--- config.mk ---
export PLATFORM = sky130hd
export DESIGN_NAME = instruction_fetch_unit
export DESIGN_NICKNAME = d
export VERILOG_FILES = /design/src/rtl/fetch_pkg.sv /design/src/rtl/instruction_fetch_unit_ifid_register.sv /design/src/rtl/instruction_fetch_unit.sv
export SDC_FILE = /design/constraint.sdc
export NUM_CORES = 1
export LEC_CHECK = 0
export CORE_MARGIN = 5
export CORE_UTILIZATION = 51
export DETAILED_ROUTE_END_ITERATION = 8
export PLACE_DENSITY_LB_ADDON = 0.25
export RECOVER_POWER = 25
export SKIP_CTS_REPAIR_TIMING = 1
export SLEW_MARGIN = 40
export SYNTH_ARGS = -nofsm -noshare
export SYNTH_HDL_FRONTEND = slang
export SYNTH_HIERARCHICAL = 1
export SYNTH_SLANG_ARGS = --single-unit
--- constraint.sdc ---
create_clock -name clk -period 6.9 [get_ports clk]
set_input_delay 1.035 -clock clk [delete_from_list [all_inputs] [get_ports clk]]
set_output_delay 1.035 -clock clk [all_outputs]
set_load 0.02 [all_outputs]
--- src/rtl/fetch_pkg.sv ---
// Shared types and constants for the instruction fetch stage.
package fetch_pkg;

    localparam int          PC_W      = 32;
    localparam logic [31:0] RESET_PC  = 32'h0000_0000;
    localparam logic [31:0] NOP_INSTR = 32'h0000_0000;

    // Contents of the IF/ID pipeline register handed to decode.
    typedef struct packed {
        logic [31:0]     instr;
        logic [PC_W-1:0] pc;
        logic [PC_W-1:0] pc_plus4;
        logic            valid;
    } ifid_t;

    // A squashed slot: NOP with zeroed addresses and no valid flag.
    function automatic ifid_t ifid_bubble();
        ifid_t b;
        b.instr    = NOP_INSTR;
        b.pc       = {PC_W{1'b0}};
        b.pc_plus4 = {PC_W{1'b0}};
        b.valid    = 1'b0;
        return b;
    endfunction

endpackage

--- src/rtl/instruction_fetch_unit_ifid_register.sv ---
// IF/ID pipeline register with reset, squash (bubble), load and hold.
module ifid_register
    import fetch_pkg::*;
(
    input  logic  clk,
    input  logic  reset,
    input  logic  load,
    input  logic  squash,
    input  ifid_t d,
    output ifid_t q
);

    ifid_t ifid_d;
    ifid_t ifid_q;

    // Squash wins over load; with neither, the register holds its contents.
    always_comb begin
        ifid_d = ifid_q;
        if (squash) begin
            ifid_d = ifid_bubble();
        end else if (load) begin
            ifid_d = d;
        end else begin
            ifid_d = ifid_q;
        end
    end

    // Register update with synchronous reset to a bubble.
    always_ff @(posedge clk) begin
        if (reset) begin
            ifid_q <= ifid_bubble();
        end else begin
            ifid_q <= ifid_d;
        end
    end

    assign q = ifid_q;

endmodule

--- src/rtl/instruction_fetch_unit.sv ---
// Fetch stage: program counter, next-PC selection, misaligned-redirect flag,
// fetched-instruction counter, and the IF/ID register feeding decode.
module instruction_fetch_unit
    import fetch_pkg::*;
(
    input  logic        clk,
    input  logic        reset,
    input  logic        stall,
    input  logic        flush,
    input  logic        redirect_valid,
    input  logic [31:0] redirect_pc,
    output logic [31:0] imem_addr,
    input  logic [31:0] imem_rdata,
    output logic [31:0] ifid_instr,
    output logic [31:0] ifid_pc,
    output logic [31:0] ifid_pc_plus4,
    output logic        ifid_valid,
    output logic        misalign_err,
    output logic [31:0] fetch_count
);

    logic [PC_W-1:0] pc_d;
    logic [PC_W-1:0] pc_q;
    logic            misalign_d;
    logic            misalign_q;
    logic [31:0]     fetch_count_d;
    logic [31:0]     fetch_count_q;
    logic            ifid_load_s;
    logic            ifid_squash_s;
    ifid_t           ifid_in_s;
    ifid_t           ifid_out_s;

    // Next-state selection: redirect over flush over stall over advance.
    // Redirect and flush both discard the word currently on the ROM bus.
    always_comb begin
        pc_d          = pc_q;
        misalign_d    = misalign_q;
        fetch_count_d = fetch_count_q;
        ifid_load_s   = 1'b0;
        ifid_squash_s = 1'b0;
        if (redirect_valid) begin
            pc_d          = {redirect_pc[31:2], 2'b00};
            misalign_d    = misalign_q | (redirect_pc[1:0] != 2'b00);
            ifid_squash_s = 1'b1;
        end else if (flush) begin
            ifid_squash_s = 1'b1;
            if (stall) begin
                pc_d = pc_q;
            end else begin
                pc_d = pc_q + 32'd4;
            end
        end else if (stall) begin
            pc_d = pc_q;
        end else begin
            pc_d          = pc_q + 32'd4;
            ifid_load_s   = 1'b1;
            fetch_count_d = fetch_count_q + 32'd1;
        end
    end

    // Word captured on advance: ROM data plus the address it came from.
    always_comb begin
        ifid_in_s.instr    = imem_rdata;
        ifid_in_s.pc       = pc_q;
        ifid_in_s.pc_plus4 = pc_q + 32'd4;
        ifid_in_s.valid    = 1'b1;
    end

    // PC, sticky misalign flag and fetch counter state.
    always_ff @(posedge clk) begin
        if (reset) begin
            pc_q          <= RESET_PC;
            misalign_q    <= 1'b0;
            fetch_count_q <= 32'd0;
        end else begin
            pc_q          <= pc_d;
            misalign_q    <= misalign_d;
            fetch_count_q <= fetch_count_d;
        end
    end

    ifid_register u_ifid (
        .clk    (clk),
        .reset  (reset),
        .load   (ifid_load_s),
        .squash (ifid_squash_s),
        .d      (ifid_in_s),
        .q      (ifid_out_s)
    );

    assign imem_addr     = pc_q;
    assign ifid_instr    = ifid_out_s.instr;
    assign ifid_pc       = ifid_out_s.pc;
    assign ifid_pc_plus4 = ifid_out_s.pc_plus4;
    assign ifid_valid    = ifid_out_s.valid;
    assign misalign_err  = misalign_q;
    assign fetch_count   = fetch_count_q;

endmodule

==> Word-level counts from Yosys, hierarchy flattened <==
Index checks and enable logic that the tools add are counted.
{ "totals": {"word_cells": 26, "reg_bits": 162, "in_bits": 69, "output_inout_bits": 162} }
{ "classes": {"add_sub_neg": 2, "n_bitwise": 4, "mux": 7, "reduce_logical": 4, "eq_ne": 1} }
{ "op_table": {"columns": ["op", "count"], "rows": [
  ["32-bit 2-to-1 mux", 2],
  ["32-bit by 1-bit adder with 32-bit output (second input constant)", 1],
  ["32-bit by 3-bit adder with 32-bit output (second input constant)", 1],
  ["1-bit 2-to-1 mux", 5],
  ["2-bit OR reduction", 2],
  ["1-bit inverter", 3],
  ["3-bit AND reduction", 1],
  ["2-bit by 1-bit != test with 1-bit output (second input constant)", 1],
  ["2-bit nonzero test", 1],
  ["1-bit OR", 1]
]} }

==> Depth between registers and ports, before layout <==
Gate-level depths: netlist of the first run.
{ "logic_depth": {"ltp_word": 3, "ltp_mapped": 8, "depth_no_buf": 7} }

==> By module <==
Netlist of the first run, hierarchy kept.
{ "by_module_without_submodules": {"columns": ["mod", "cells_each", "seq_area_each_um2", "area_each_um2", "instances"], "rows": [
  ["instruction_fetch_unit", 531, 1261.2, 4124.0, 1],
  ["ifid_register", 314, 1941.9, 3444.6, 1]
]} }

==> Worst setup path after synthesis of the first run <==
No wires, ideal clock.
{ "synth_timing": {"path_kind": "input -> register", "from": "input port redirect_valid", "to": "register fetch_count_q[26], in the netlist fetch_count[26]", "slack_ps": 4027, "path_buffers": 2, "cell_stages": 6, "required_ps": 6779, "arrival_time_ps": 2752, "setup_ps": 121, "cell_sequence": "or3_1 > buf_2 > or4_4 > buf_6 > nor3_1 > mux2_2"} }
{ "synth_between": {"elab_chain_len": 2} }
{ "synth_rtl": {"columns": ["element", "line_no", "text"], "rows": [
  ["from (decl)", "instruction_fetch_unit.sv:10", "input logic redirect_valid,"],
  ["1-bit inverter (no source line)", null, null],
  ["3-bit AND reduction (no source line)", null, null],
  ["to (signal assigned)", "instruction_fetch_unit.sv:78", "fetch_count_q <= fetch_count_d;"],
  ["to (decl)", "instruction_fetch_unit.sv:27", "logic [31:0] fetch_count_q;"]
]} }
No other way between the ends.
A chain may end at the register's enable or synchronous reset.

==> Worst setup path after layout of the first run <==
{ "layout_timing": {"from": "input port redirect_valid", "to": "register u_ifid.ifid_q (netlist bit u_ifid/q[96])"} }
{ "layout_between": {"word_cells_on_any_way": 3, "cone_classes": "2 x mux; 1 x reduce/logical"} }
{ "layout_lines": {"columns": ["element", "line_no", "text"], "rows": [
  ["1-bit 2-to-1 mux", "instruction_fetch_unit.sv:41", "if (redirect_valid) begin"],
  ["named net ifid_load_s", "instruction_fetch_unit.sv:28", "logic ifid_load_s;"],
  ["to (signal assigned)", "instruction_fetch_unit_ifid_register.sv:31", "ifid_q <= ifid_bubble();"],
  ["to (signal assigned)", "instruction_fetch_unit_ifid_register.sv:33", "ifid_q <= ifid_d;"],
  ["to (decl)", "instruction_fetch_unit_ifid_register.sv:14", "ifid_t ifid_q;"]
]} }
The timed path passes the listed nets, and every way through them passes these cells.

==> qor.csv, run 1 <==
metric;value;unit
instances_no_fill;1209;
finalCritPeriodShare;57.18;%
cts_root_buf;clkbuf_16;
crit_arrival;4.25;ns
slowest_delay;0.71;ns
cts_inserted_buffers;17;
ant_nets;0;
clkTransAtPathRegs;0.06;ns
startpoint_type;input pin;
finalWirelength;19930;µm
cts_tree;yes;
ys_ff_latch;160;
layout-drive-gt1-share;5.756;%
htreeDepth;4;
io_pins;231;
cp_cell_sequence;dlygate4sd3_1 > clkbuf_1 > or3_1 > inv_6 > buf_6 > mux2i_1 > nor2_1;
setup_violations;0;
area_growth;36.06;%
grt_pass1_vias;6167;
place_inst;1177;
drtIter0Drc;306;
p_leak;3.659;nW
start_util;52.07;%
grtUsageTotal;22.24;%
required;7.20;ns
routed_via_density;5.430;
synth_top_area_cell;dfxtp_1;
port_buffers;228;
critical-path-slowest-cell;or3_1;
clock_sinks;160;
vias;6565;
powerDensity;214.9;mW/mm²
status;finished, final reports clean;
grt-ovfl-total;0;
cts_buffer_depth;2;
yosysWarnings;6;
nets;1083;
min_period;3.946;ns
utilization;70.85;%
worst-path-max-fanout;66;
dp_hpwl;13940;µm
grt_max_degree;79;
drt_first_pass_iters;6;
grt_pass1_wl;32310;µm
regArea;0.003203;mm²
cpLargestDelayFamily;buffers and inverters;
diodes;0;
die-area;0.01738;mm²
fill_cells;1178;
fp.dieW;131.8;µm
synth-edff-count;0;
gp_congestion;0.8379;
syn_area;0.007569;mm²
relSlewSlack;9.822;%
synth_common_cells;160 x dfxtp_1, 147 x nor2_1, 98 x mux2i_1;
cap_viol_max_count;0;
synth_top_area_share;42.32;%
yosysUniqueCellTypes;47;
cp-end-kind;flip-flop;
yosysSeqAreaShare;42.32;%
async_flop_share;0;%
avgSynthCellArea;8.957;µm²
rows;44;
critPathKind;in -> reg;
multi_input_area;0.003757;mm²
coreArea;0.01453;mm²
synth_cells;845;
hp-class;reg -> reg;
worst_pin_slew;1.353;ns
synth_ff_type;dfxtp_1;
clk_latency;0.42;ns
dieHeight;131.8;µm
fin_tns_setup;0;ns
grt_antenna_before_repair;1;
yosysMostFrequentCell;dfxtp_1;
wl_per_cell;16.48;µm
drc;0;
rsz0062_at_grt;false;
skew;0.007695;ns
synth.area.top_cells;dfxtp_1 42%, mux2i_1 13%, nor2_1 7.3%;
vdd_ir_drop_max;0.1471;mV
report.final.hold_viol_count;0;
crit_buf_inv;4;
max_freq;253.5;MHz
drv_slew;0;
final cells by class:
type	instances	share of cell area (%)
multi-input combinational	576	36.49
sequential	160	31.11
timing repair buffer	236	22.90
clock buffer	20	4.435
tap	184	2.236
clock inverter	12	2.017
inverter	21	0.8141
stage by stage:
step           setup WS, ns  hold slack (ns)  cell area [µm²]  power (mW)
2_1_floorplan         4.027           0.4824             7587       1.112
3_3_place_gp          2.829           0.4337             9579       1.182
3_5_place_dp          3.098           0.4386             9623       1.186
4_1_cts               3.542           0.4486            10290       2.232
5_1_grt               2.734           0.4967            10300       2.288
6_report              2.954           0.4449            10300       2.213
placed cells by master, fill, tap and decap left out, types with 3 or more instances in the layout:
master,Yosys,final
nor2b_1,10,10
mux2i_1,98,98
mux2_2,9,9
a21oi_1,21,21
clkdlybuf4s50_1,0,157
buf_4,33,3
xor2_1,16,16
and4_1,13,13
nor3_1,23,22
nor2_1,147,147
nand3b_1,3,3
clkbuf_16,0,17
nand4_1,17,17
a311oi_1,8,8
nor4_1,23,21
conb_1,2,7
dlygate4sd3_1,0,70
a2111oi_0,5,5
o21ai_0,9,9
clkinvlp_4,0,3
inv_1,20,20
and3_1,6,6
nand3_1,21,21
bufinv_16,0,5
o31ai_1,10,10
a211oi_1,14,14
clkinv_4,0,4
dfxtp_1,160,160
or3_1,13,13
nand2_1,39,39
a31o_2,3,3
or4_1,12,12
xnor2_1,32,32
clkbuf_1,29,3
registers in the layout (all words and copies together), names as in the netlist:
register and count:
u_ifid/q 97, imem_addr 30, fetch_count 32, misalign_err 1
worst register-to-register path: stages, from the launching register on:
cell,delay [ns]
dfxtp_1,0.54
ha_1,0.28
nand3_1,0.42
or3_1,0.63
nor3_1,0.32
xor2_1,0.21
mux2i_1,0.10
nor2_1,0.11
cell families (layout without fill, tap and decap cells):
group	after synthesis	count (layout)	synth area share (%)
buffers and inverters	114	289	8.547
AOI/OAI and AO/OA	78	78	7.059
DFF	160	160	42.32
other	2	7	0.09923
muxes	107	107	14.30
and+or+nand+nor	334	334	21.79
adders and majority gates	2	2	0.3306
xor gates and xnor gates	48	48	5.555
report_power, final:
part / internal, mW / leakage (nW) / total (mW) / switching [mW]
registers: 0.940 / 1.30 / 0.974 / 0.0342
logic: 0.0994 / 2.05 / 0.192 / 0.0922
clock network: 0.664 / 0.313 / 1.05 / 0.383
worst paths after layout:
check	startpoint	to	slack (ns)	cells after the start
setup reg to reg	imem_addr[2]$_SDFFE_PP0P_	u_ifid/q[15]$_SDFFE_PP0P_	4.23	7
hold / removal	misalign_err$_SDFFE_PP0P_	misalign_err$_SDFFE_PP0P_	0.44	2
hold reg to reg	misalign_err$_SDFFE_PP0P_	misalign_err$_SDFFE_PP0P_	0.44	2
setup / recovery	redirect_valid	u_ifid/q[96]$_SDFFE_PP0P_	2.95	7
metal layers:
metal	global-route usage [%]	wire length [µm]
met1	28.91	8776
met2	36.48	9593
met3	6.832	1370
met4	5.086	176
met5	0	11
Power figures use the tool's default switching activity.
==> run 2, diff against run 1 <==
Settings changed: CORE_UTILIZATION 51 to 47.
Clock period 6.9 ns to 4 ns, I/O delays scaled along.
==> run 2 against run 1 <==
Against the previous run: non-clock buffer count unchanged; clock-buffer cell count decreased by 1; flip-flop and latch count unchanged; first-iteration DRC count increased by 16%; sequential share of layout area about the same; via count decreased by 0.72%; die area increased by 7.9%; design area decreased by 0.16%; global-route usage decreased by 0.93 points; sequential power increased by 72%; worst hold slack improved by 0.020 ns.
==> qor.csv, run 2 (synthesis results as in run 1) <==
metric;value;unit;change
status;finished, final reports clean;;unchanged
timing.final.ws_setup;0.9697;ns;was 2.954 ns
rsz0062_at_grt;false;;unchanged
final_cell_area;0.01028;mm²;was 0.01030 mm²
crit_arrival;3.36;ns;was 4.25 ns
p_sw;881.4;µW;was 509.4 µW
critPathKind;in -> reg;;unchanged
clk_latency;0.41;ns;was 0.42 ns
area_growth;35.84;%;was 36.06%
hp-class;reg -> reg;;unchanged
nets;1083;;unchanged
max_freq;330.0;MHz;
slowest_delay;0.59;ns;was 0.71 ns
gp_congestion;0.8281;;was 0.8379
pwr-share-comb;8.9;%;was 8.7%
dieHeight;136.9;µm;was 131.8 µm
cp-end-kind;flip-flop;;unchanged
worst-path-max-fanout;29;;was 66
die-area;0.01874;mm²;was 0.01738 mm²
fill_cells;1325;;was 1178
r2r-end;u_ifid/q[15]$_SDFFE_PP0P_;;unchanged
setup_violations;0;;unchanged
drt_first_pass_iters;5;;was 6
vdd_ir_drop_max;0.2534;mV;was 0.1471 mV
grt-ovfl-total;0;;unchanged
grt_pass1_wl;32140;µm;was 32310 µm
worstSetupStartpoint;stall;;was redirect_valid
final_cell_mix;160 x dfxtp_1, 156 x clkdlybuf4s50_1, 147 x nor2_1, 98 x mux2i_1, 71 x dlygate4sd3_1;;was 160 x dfxtp_1, 157 x clkdlybuf4s50_1, 147 x nor2_1, 98 x mux2i_1, 70 x dlygate4sd3_1
report.final.hold_viol_count;0;;unchanged
io_pins;231;;unchanged
regArea;0.003203;mm²;unchanged
post_dp_cell_area;0.009659;mm²;was 0.009623 mm²
drc;0;;unchanged
worst_pin_slew;1.293;ns;was 1.353 ns
cts_tree;yes;;unchanged
seqPwrFrac;45.2;%;was 44.0%
cp-endpoint;imem_addr[26]$_SDFFE_PP0P_;;was u_ifid/q[96]$_SDFFE_PP0P_
ant_nets;0;;unchanged
htreeDepth;4;;unchanged
instances_no_fill;1241;;was 1209
clock_sinks;160;;unchanged
drv_slew;0;;unchanged
drtIter0Drc;355;;was 306
fp.dieW;136.9;µm;was 131.8 µm
cap_viol_max_count;0;;unchanged
largest_register_ffs;97;;unchanged
diodes;0;;unchanged
p_clk_share;45.9;%;was 47.3%
required;4.32;ns;was 7.20 ns
port_buffers;228;;unchanged
grt_pass1_vias;6231;;was 6167
place_ws;0.8222;ns;was 3.098 ns
grtUsageTotal;21.31;%;was 22.24%
powerDensity;361.9;mW/mm²;was 214.9 mW/mm²
clkTransAtPathRegs;0.06;ns;about the same
skew;0.008382;ns;was 0.007695 ns
relSlewSlack;13.78;%;was 9.822%
finalPower;3.721;mW;was 2.213 mW
rr_startpoint;imem_addr[2]$_SDFFE_PP0P_;;unchanged
finalCritPeriodShare;75.76;%;
p_int;2.840;mW;was 1.703 mW
coreArea;0.01583;mm²;was 0.01453 mm²
fin_tns_setup;0;ns;unchanged
power.share.switching;23.69;%;was 23.02%
startpoint_type;input pin;;unchanged
dp_hpwl;14180;µm;was 13940 µm
finalWirelength;20260;µm;was 19930 µm
vias;6518;;was 6565
layout-drive-gt1-share;5.561;%;was 5.756%
critical-path-slowest-cell;dlygate4sd3_1;;was or3_1
start_util;47.82;%;was 52.07%
rows;46;;was 44
grt_max_degree;67;;was 79
grt_antenna_before_repair;0;;was 1
wl_per_cell;16.33;µm;was 16.48 µm
crit_top_cell;or4_1;;
routed_via_density;5.252;;was 5.430
min_period;3.030;ns;
cts_inserted_buffers;17;;unchanged
r2r_setup_slack;1.34;ns;was 4.23 ns
cts_root_buf;clkbuf_16;;unchanged
cts_buffer_depth;2;;unchanged
cp_cell_sequence;dlygate4sd3_1 > clkbuf_1 > nand3b_1 > or4_1 > or4_1 > a311oi_1;;was dlygate4sd3_1 > clkbuf_1 > or3_1 > inv_6 > buf_6 > mux2i_1 > nor2_1
place_inst;1209;;was 1177
worstRegToRegCells;7;;unchanged
layout_commonest_cell;dfxtp_1;;unchanged
multi_input_area;0.003745;mm²;was 0.003757 mm²
p_leak;3.646;nW;was 3.659 nW
## run 2: how the worst min path moves through the flow
| stage | startpoint | endpoint | cells after the start |
|---|---|---|---|
| 2_1_floorplan | imem_addr[10]$_SDFFE_PP0P_ | u_ifid/q[43]$_SDFFE_PP0P_ | 2 |
| 5_1_grt | misalign_err$_SDFFE_PP0P_ | misalign_err$_SDFFE_PP0P_ | 2 |
| 3_5_place_dp | misalign_err$_SDFFE_PP0P_ | misalign_err$_SDFFE_PP0P_ | 2 |
| 3_3_place_gp | misalign_err$_SDFFE_PP0P_ | misalign_err$_SDFFE_PP0P_ | 2 |
| 4_1_cts | misalign_err$_SDFFE_PP0P_ | misalign_err$_SDFFE_PP0P_ | 2 |
| 6_report | misalign_err$_SDFFE_PP0P_ | misalign_err$_SDFFE_PP0P_ | 2 |
## run 2: cell type report
cell class                      instances  area share [%]
Inverter                               21          0.8154
Clock buffer                           19           4.211
Tap cell                              216           2.629
Clock inverter                         13           1.825
Multi-Input combinational cell        576           36.42
Timing Repair Buffer                  236           22.94
Sequential cell                       160           31.15
## run 2: power groups by stage
| stage | clock network [mW] | logic, mW | registers (mW) |
|---|---|---|---|
| 4_1_cts | 1.75 | 0.335 | 1.68 |
| 5_1_grt | 1.81 | 0.355 | 1.69 |
| 6_report | 1.71 | 0.330 | 1.68 |
| 3_3_place_gp | 0 | 0.329 | 1.72 |
| 2_1_floorplan | 0 | 0.225 | 1.69 |
| 3_5_place_dp | 0 | 0.333 | 1.72 |
## run 2: critical path, delay by kind of cell
| family | cells | cell delay (ns) |
|---|---|---|
| and+or+nand+nor | 3 | 1.36 |
| buffers and inverters | 2 | 1.14 |
| AOI/OAI and AO/OA | 1 | 0.25 |
## run 2: per-layer routing
metal	routed length, µm	vias to the layer above	GRT usage (%)
li1	-	3260	-
met1	9296	3024	28.55
met2	8894	217	32.83
met3	1820	17	7.463
met4	251	0	5.710
met5	0	-	0
## run 2: per-stage QoR
stage          hold slack, ns  util, %
2_1_floorplan          0.4824        -
3_3_place_gp           0.4386    61.03
3_5_place_dp           0.4535    61.03
4_1_cts                0.4644    64.95
5_1_grt                0.4949    64.96
6_report               0.4645    64.96
